===== src/rtl/imm_gen_stage_if.sv =====
// Handshaked bus for imm_gen_stage: upstream instruction side and downstream immediate side.
// The master drives the instruction and out_ready; the slave (the stage itself) drives the rest.
interface imm_gen_stage_if #(
    parameter int XLEN = 32
);
    logic            in_valid;
    logic            in_ready;
    logic [31:7]     instr;
    logic [2:0]      immsrc;
    logic            out_valid;
    logic            out_ready;
    logic [XLEN-1:0] immext;
    logic            imm_err;

    modport master (
        output in_valid, instr, immsrc, out_ready,
        input  in_ready, out_valid, immext, imm_err
    );

    modport slave (
        input  in_valid, instr, immsrc, out_ready,
        output in_ready, out_valid, immext, imm_err
    );
endinterface


===== src/rtl/imm_gen_stage.sv =====
// Registered immediate generator with a 2-entry skid buffer (output register + skid register).
// Accepts one instruction per cycle and absorbs one cycle of downstream backpressure.
module imm_gen_stage #(
    parameter int XLEN = 32
) (
    input logic              clk,
    input logic              reset,
    input logic              flush,
    imm_gen_stage_if.slave   bus
);

    if (XLEN != 32 && XLEN != 64) begin : g_bad_xlen
        $error("imm_gen_stage: XLEN must be 32 or 64");
    end

    logic            s;
    logic [XLEN-1:0] dec_imm;
    logic            dec_err;

    logic            or_valid;
    logic [XLEN-1:0] or_imm;
    logic            or_err;
    logic            sk_valid;
    logic [XLEN-1:0] sk_imm;
    logic            sk_err;

    logic            acc;
    logic            drn;

    assign s   = bus.instr[31];
    assign acc = bus.in_valid & ~sk_valid;
    assign drn = or_valid & bus.out_ready;

    // Format decode; the illegal select still produces defined bits (zero) plus the error flag.
    always_comb begin
        dec_imm = '0;
        dec_err = 1'b0;
        case (bus.immsrc)
            3'b000: dec_imm = {{(XLEN-12){s}}, bus.instr[31:20]};
            3'b001: dec_imm = {{(XLEN-12){s}}, bus.instr[31:25], bus.instr[11:7]};
            3'b010: dec_imm = {{(XLEN-12){s}}, bus.instr[7], bus.instr[30:25],
                               bus.instr[11:8], 1'b0};
            3'b011: dec_imm = {{(XLEN-20){s}}, bus.instr[19:12], bus.instr[20],
                               bus.instr[30:21], 1'b0};
            3'b100: dec_imm = {{(XLEN-31){s}}, bus.instr[30:12], 12'b0};
            3'b101: dec_imm = {{(XLEN-5){1'b0}}, bus.instr[19:15]};
            3'b110: begin
                if (XLEN == 64) begin
                    dec_imm = {{(XLEN-6){1'b0}}, bus.instr[25:20]};
                end else begin
                    dec_imm = {{(XLEN-5){1'b0}}, bus.instr[24:20]};
                end
            end
            default: begin
                dec_imm = '0;
                dec_err = 1'b1;
            end
        endcase
    end

    // OR refills from SK first so ordering stays FIFO; a new input only lands in OR when SK is empty.
    always_ff @(posedge clk) begin
        if (reset) begin
            or_valid <= 1'b0;
            or_imm   <= '0;
            or_err   <= 1'b0;
            sk_valid <= 1'b0;
            sk_imm   <= '0;
            sk_err   <= 1'b0;
        end else if (flush) begin
            or_valid <= 1'b0;
            sk_valid <= 1'b0;
        end else if (!or_valid || drn) begin
            if (sk_valid) begin
                or_valid <= 1'b1;
                or_imm   <= sk_imm;
                or_err   <= sk_err;
                if (acc) begin
                    sk_imm <= dec_imm;
                    sk_err <= dec_err;
                end else begin
                    sk_valid <= 1'b0;
                end
            end else if (acc) begin
                or_valid <= 1'b1;
                or_imm   <= dec_imm;
                or_err   <= dec_err;
            end else begin
                or_valid <= 1'b0;
            end
        end else if (acc) begin
            sk_valid <= 1'b1;
            sk_imm   <= dec_imm;
            sk_err   <= dec_err;
        end
    end

    assign bus.in_ready  = ~sk_valid;
    assign bus.out_valid = or_valid;
    assign bus.immext    = or_imm;
    assign bus.imm_err   = or_err;

endmodule


===== src/flat_wrapper.sv =====
// flat-port wrapper written by rule: the top's interface ports become plain ports
module imm_gen_stage_flat 
#(
    parameter int XLEN = 32
)
  (clk, reset, flush, bus_in_valid, bus_instr, bus_immsrc, bus_out_ready, bus_in_ready, bus_out_valid, bus_immext, bus_imm_err);
  imm_gen_stage_if #(.XLEN(XLEN)) bus_i ();
  input logic clk;
  input logic reset;
  input logic flush;
  input wire logic [$bits(bus_i.in_valid)-1:0] bus_in_valid;
  input wire logic [$bits(bus_i.instr)-1:0] bus_instr;
  input wire logic [$bits(bus_i.immsrc)-1:0] bus_immsrc;
  input wire logic [$bits(bus_i.out_ready)-1:0] bus_out_ready;
  output wire logic [$bits(bus_i.in_ready)-1:0] bus_in_ready;
  output wire logic [$bits(bus_i.out_valid)-1:0] bus_out_valid;
  output wire logic [$bits(bus_i.immext)-1:0] bus_immext;
  output wire logic [$bits(bus_i.imm_err)-1:0] bus_imm_err;
  assign bus_i.in_valid = bus_in_valid;
  assign bus_i.instr = bus_instr;
  assign bus_i.immsrc = bus_immsrc;
  assign bus_i.out_ready = bus_out_ready;
  assign bus_in_ready = bus_i.in_ready;
  assign bus_out_valid = bus_i.out_valid;
  assign bus_immext = bus_i.immext;
  assign bus_imm_err = bus_i.imm_err;
  imm_gen_stage #(.XLEN(XLEN)) u_core (.clk(clk), .reset(reset), .flush(flush), .bus(bus_i));
endmodule

===== config.mk =====
export PLATFORM = sky130hd
export DESIGN_NAME = imm_gen_stage_flat
export DESIGN_NICKNAME = d
export VERILOG_FILES = /design/src/rtl/imm_gen_stage_if.sv /design/src/rtl/imm_gen_stage.sv /design/src/flat_wrapper.sv
export SDC_FILE = /design/constraint.sdc
export NUM_CORES = 1
export LEC_CHECK = 0
export CORE_AREA = 3 3 124 126
export CTS_CLUSTER_DIAMETER = 80
export DETAILED_ROUTE_END_ITERATION = 10
export DIE_AREA = 0 0 127 129
export PLACE_DENSITY = 0.54
export RECOVER_POWER = 100
export SLEW_MARGIN = 20
export SYNTH_ARGS = -nofsm -noshare
export SYNTH_HDL_FRONTEND = slang
export SYNTH_SLANG_ARGS = --single-unit

===== constraint.sdc =====
create_clock -name clk -period 2.5 [get_ports clk]
set_clock_uncertainty 0.15 [all_clocks]
set_input_delay 0.5 -clock clk [delete_from_list [all_inputs] [get_ports clk]]
set_output_delay 0.5 -clock clk [all_outputs]
set_load 0.1 [all_outputs]

==> results.txt <==
The flow ran to the end, and the final reports show no timing, DRC or antenna violations. The sequential cell area is between 1000 and 1500 um^2. The average detailed-routed wire length per instance is 15.17 um. The internal portion of total power came out at 1969 uW. The die outline height came out at 129 um. The number of different library cells in the post-synthesis netlist came out at 47. The number of gates resized after CTS was 0. For this design, the sink count on the clock tree is 68. The routed design could run at a clock period as short as between 2000 and 2500 ps. The global placement routability congestion is 0.7945. The part of the cycle the worst path needs is between 90 and 100%. The remaining design rule violation count is 0. The most frequent standard cell in the layout excluding fill and tap cells is dfxtp_1. The average vias per placed instance is 4.797. The combinational share of power came out at 19.3%. The number of cell rows is 44. The count of H-tree levels built during CTS came out at 3. The total setup violations reported at the end of the flow is 0.

The worst ir drop on vdd is 247.1 uV. The endpoint class of the critical path is an output pin. The starting density of the core came out at about a quarter. The share of the synthesized area in the top cell type is 39.77%. The number of nets in the final layout is between 500 and 600. The layout filler cell count is 1555. The biggest area contributor in the post-synthesis netlist is dfxtp_1. Leaving out fill and tap cells, the most frequent cells in the layout are 68 x dfxtp_1, 64 x nor2_1, 40 x a21oi_1.

The worst hold slack after final layout came out at 304.3 ps. The headroom to the max-slew limit is approximately 22%. Of the total power, the share spent switching nets is 31.71%. The via count of the first global-routing pass came out at 3097. The register-to-register setup slack is around 600 ps. The number of buffers created by CTS is 9.

The mean cell area of the mapped netlist came out at slightly above 8 um^2. The worst setup slack after placement came out at -135.0 ps. The clock group share of total power is 41.3%.

Yosys attributes the largest share of cell area to dfxtp_1 40%, nor2_1 7.0%, a21oi_1 5.8%. The post-CTS clock slew at the launch and capture registers of the worst setup and hold paths is 60 ps. The CTS tree is done.

The class of the most critical setup path is reg -> out. The data required time of the worst path is 1850 ps. The detailed-router iteration count before antenna repair came out at 4. Synthesis produced a netlist whose cell count is between 400 and 500.

Of the cells placed in the final design, the portion with a size suffix greater than 1 is 17.67%. The max-capacitance violation count came out at 0. STA classifies the critical path startpoint as a flip-flop.

The number of inserted diodes came out at 0. The tightest min-delay check is of the reg -> reg type. The floorplan die area came out at 16380 um^2. The aggregate global-route resource usage came out at 12.57%. The count of state elements after synthesis is a little under 70. The measured slew at the worst slew-check pin came out at 1171 ps. The core region is 14420 um^2. The final number of max-transition violations came out at 0.

The number of nets still failing antenna checks after routing is 0. The initial antenna violation count came out at 0. The iteration-0 DRC count of the detailed router is 212. The overall overflow remaining after global route is 0.

Detailed placement finished with a half-perimeter wire length of 7236 um. Setup repair after global routing left no endpoint under its margin. The largest driver fanout on the critical path came out at 19. The number of hold-repair buffers added at the cts stage is 0.

The post-CTS setup-driven buffer insertion count is 0. After synthesis the cells add up to 3423 um^2. 68 I/O pins were placed. In this run the tool buffered the top-level ports with 67 buffer cells. The cell area power density came out at 648.7 nW/um^2. The signal arrival time at the worst endpoint came out at 1660 ps. The wire length of the first global-routing pass came out at approximately 16000 um. Detailed routing inserted a total of 3190 vias. The maximum frequency from static timing analysis came out at 0.4329 GHz. The clock reaches the later pin of the worst-skew pair after 340 ps.

When the netlist entered floorplanning its net count stood at 451. The worst path setup slack after routing came out at 190.3 ps. The multi-input gate area in the final layout came out at between 1500 and 2000 um^2. The finished cells cover 4444 um^2. The leakage power is ~0.0016 uW. The sequential cell fraction of total power is between 30 and 40%.

The cell sitting at the root of the clock tree is a clkbuf_16. The chip width is 127 um. Yosys printed 0 warnings. The total detailed-routing wirelength came out at 10090 um. The largest net degree at the start of global routing is 39. The total count of hold-check failures in the final report is 0. The net switching power is 914.2 uW.

The maximum buffer depth of the clock tree came out at 2. The most used flip-flop cell after synthesis is dfxtp_1. Relative to the synthesized area, the layout overhead comes to 29.82%. The setup TNS is 0 ps.

After synthesis, the share of flip-flops with an asynchronous set or reset is 0%. After detailed placement, the total cell area comes to 4318 um^2. The register area share after synthesis came out at 39.77%. The number of synthesized flops with an enable pin is 0.
## through the flow
| step | total power (uW) | utilization (%) | std cells |
|---|---|---|---|
| final | 2883 | 30.81 | 665 |
| after global routing | 3003 | 30.81 | 665 |
| after CTS | 2946 | 31.86 | 665 |
| after detailed placement | 1748 | 29.94 | 649 |
| after global placement | 1742 | 29.94 | 649 |
| after floorplan | 1560 | - | 418 |
## registers in the layout, indices dropped and copies added (netlist names)
register and count:
u_core.bus.imm_err 1, u_core.bus.immext 32, u_core.bus.out_valid 1, u_core.sk_err 1, u_core.sk_imm 32, u_core.sk_valid 1
## synthesized netlist by cell type, types with 3 or more instances
cell type,instances
nand4bb_1,3
nor3_1,26
buf_2,3
nand2b_1,17
mux2_4,4
inv_1,3
a21oi_1,40
nor2b_1,4
o211ai_1,8
mux2_2,4
a221oi_1,3
nand4b_1,8
or4bb_1,5
and3_1,6
mux4_2,4
dfxtp_1,68
a211o_1,10
nand3_1,8
nor2_1,64
a211oi_1,19
and2_1,5
nand2_1,31
clkbuf_1,35
nand4_1,8
o21ai_0,4
## power groups by stage
stage                     Clock, uW  Combinational [uW]  Sequential, uW
after floorplan                   0                 203            1360
after global placement            0                 581            1160
after detailed placement          0                 587            1160
after CTS                      1220                 588            1140
after global routing           1270                 596            1140
final                          1190                 557            1140
## kinds of logic after synthesis
kind of cell / synth area share (%)
mux: 6.287
simple gates: 30.67
flops: 39.77
buf+inv: 5.738
compound gates: 17.54
## final cells by class
| class | instances | share of cell area (%) |
|---|---|---|
| Multi-Input combinational cell | 304 | 42.09 |
| Timing Repair Buffer | 90 | 15.60 |
| Tap cell | 184 | 5.180 |
| Clock inverter | 7 | 1.182 |
| Inverter | 3 | 0.2534 |
| Clock buffer | 9 | 5.068 |
| Sequential cell | 68 | 30.63 |
## critical path: stages (launching register included)
cell     delay [ps]
dfxtp_1         330
inv_1           450
buf_2           540
## final timing paths
path,cells past startpoint,start,to
worst max-delay path,2,u_core.sk_valid$_SDFFE_PP0P_,bus_in_ready
worst min-delay path,2,u_core.bus.immext[14]$_SDFFE_PP0P_,u_core.bus.immext[14]$_SDFFE_PP0P_
worst max register to register,5,u_core.bus.out_valid$_SDFFE_PP0N_,u_core.bus.immext[25]$_SDFFE_PP0P_
worst min register to register,2,u_core.bus.immext[14]$_SDFFE_PP0P_,u_core.bus.immext[14]$_SDFFE_PP0P_
## metal layers
layer / track usage, % / up-vias / routed length [um]
li1: - / 1610 / -
met1: 16.61 / 1506 / 4935
met2: 20.33 / 67 / 4672
met3: 3.196 / 7 / 360
met4: 3.722 / 0 / 117
met5: 0 / - / 0
Note: power is estimated with default switching activity, not from simulation.
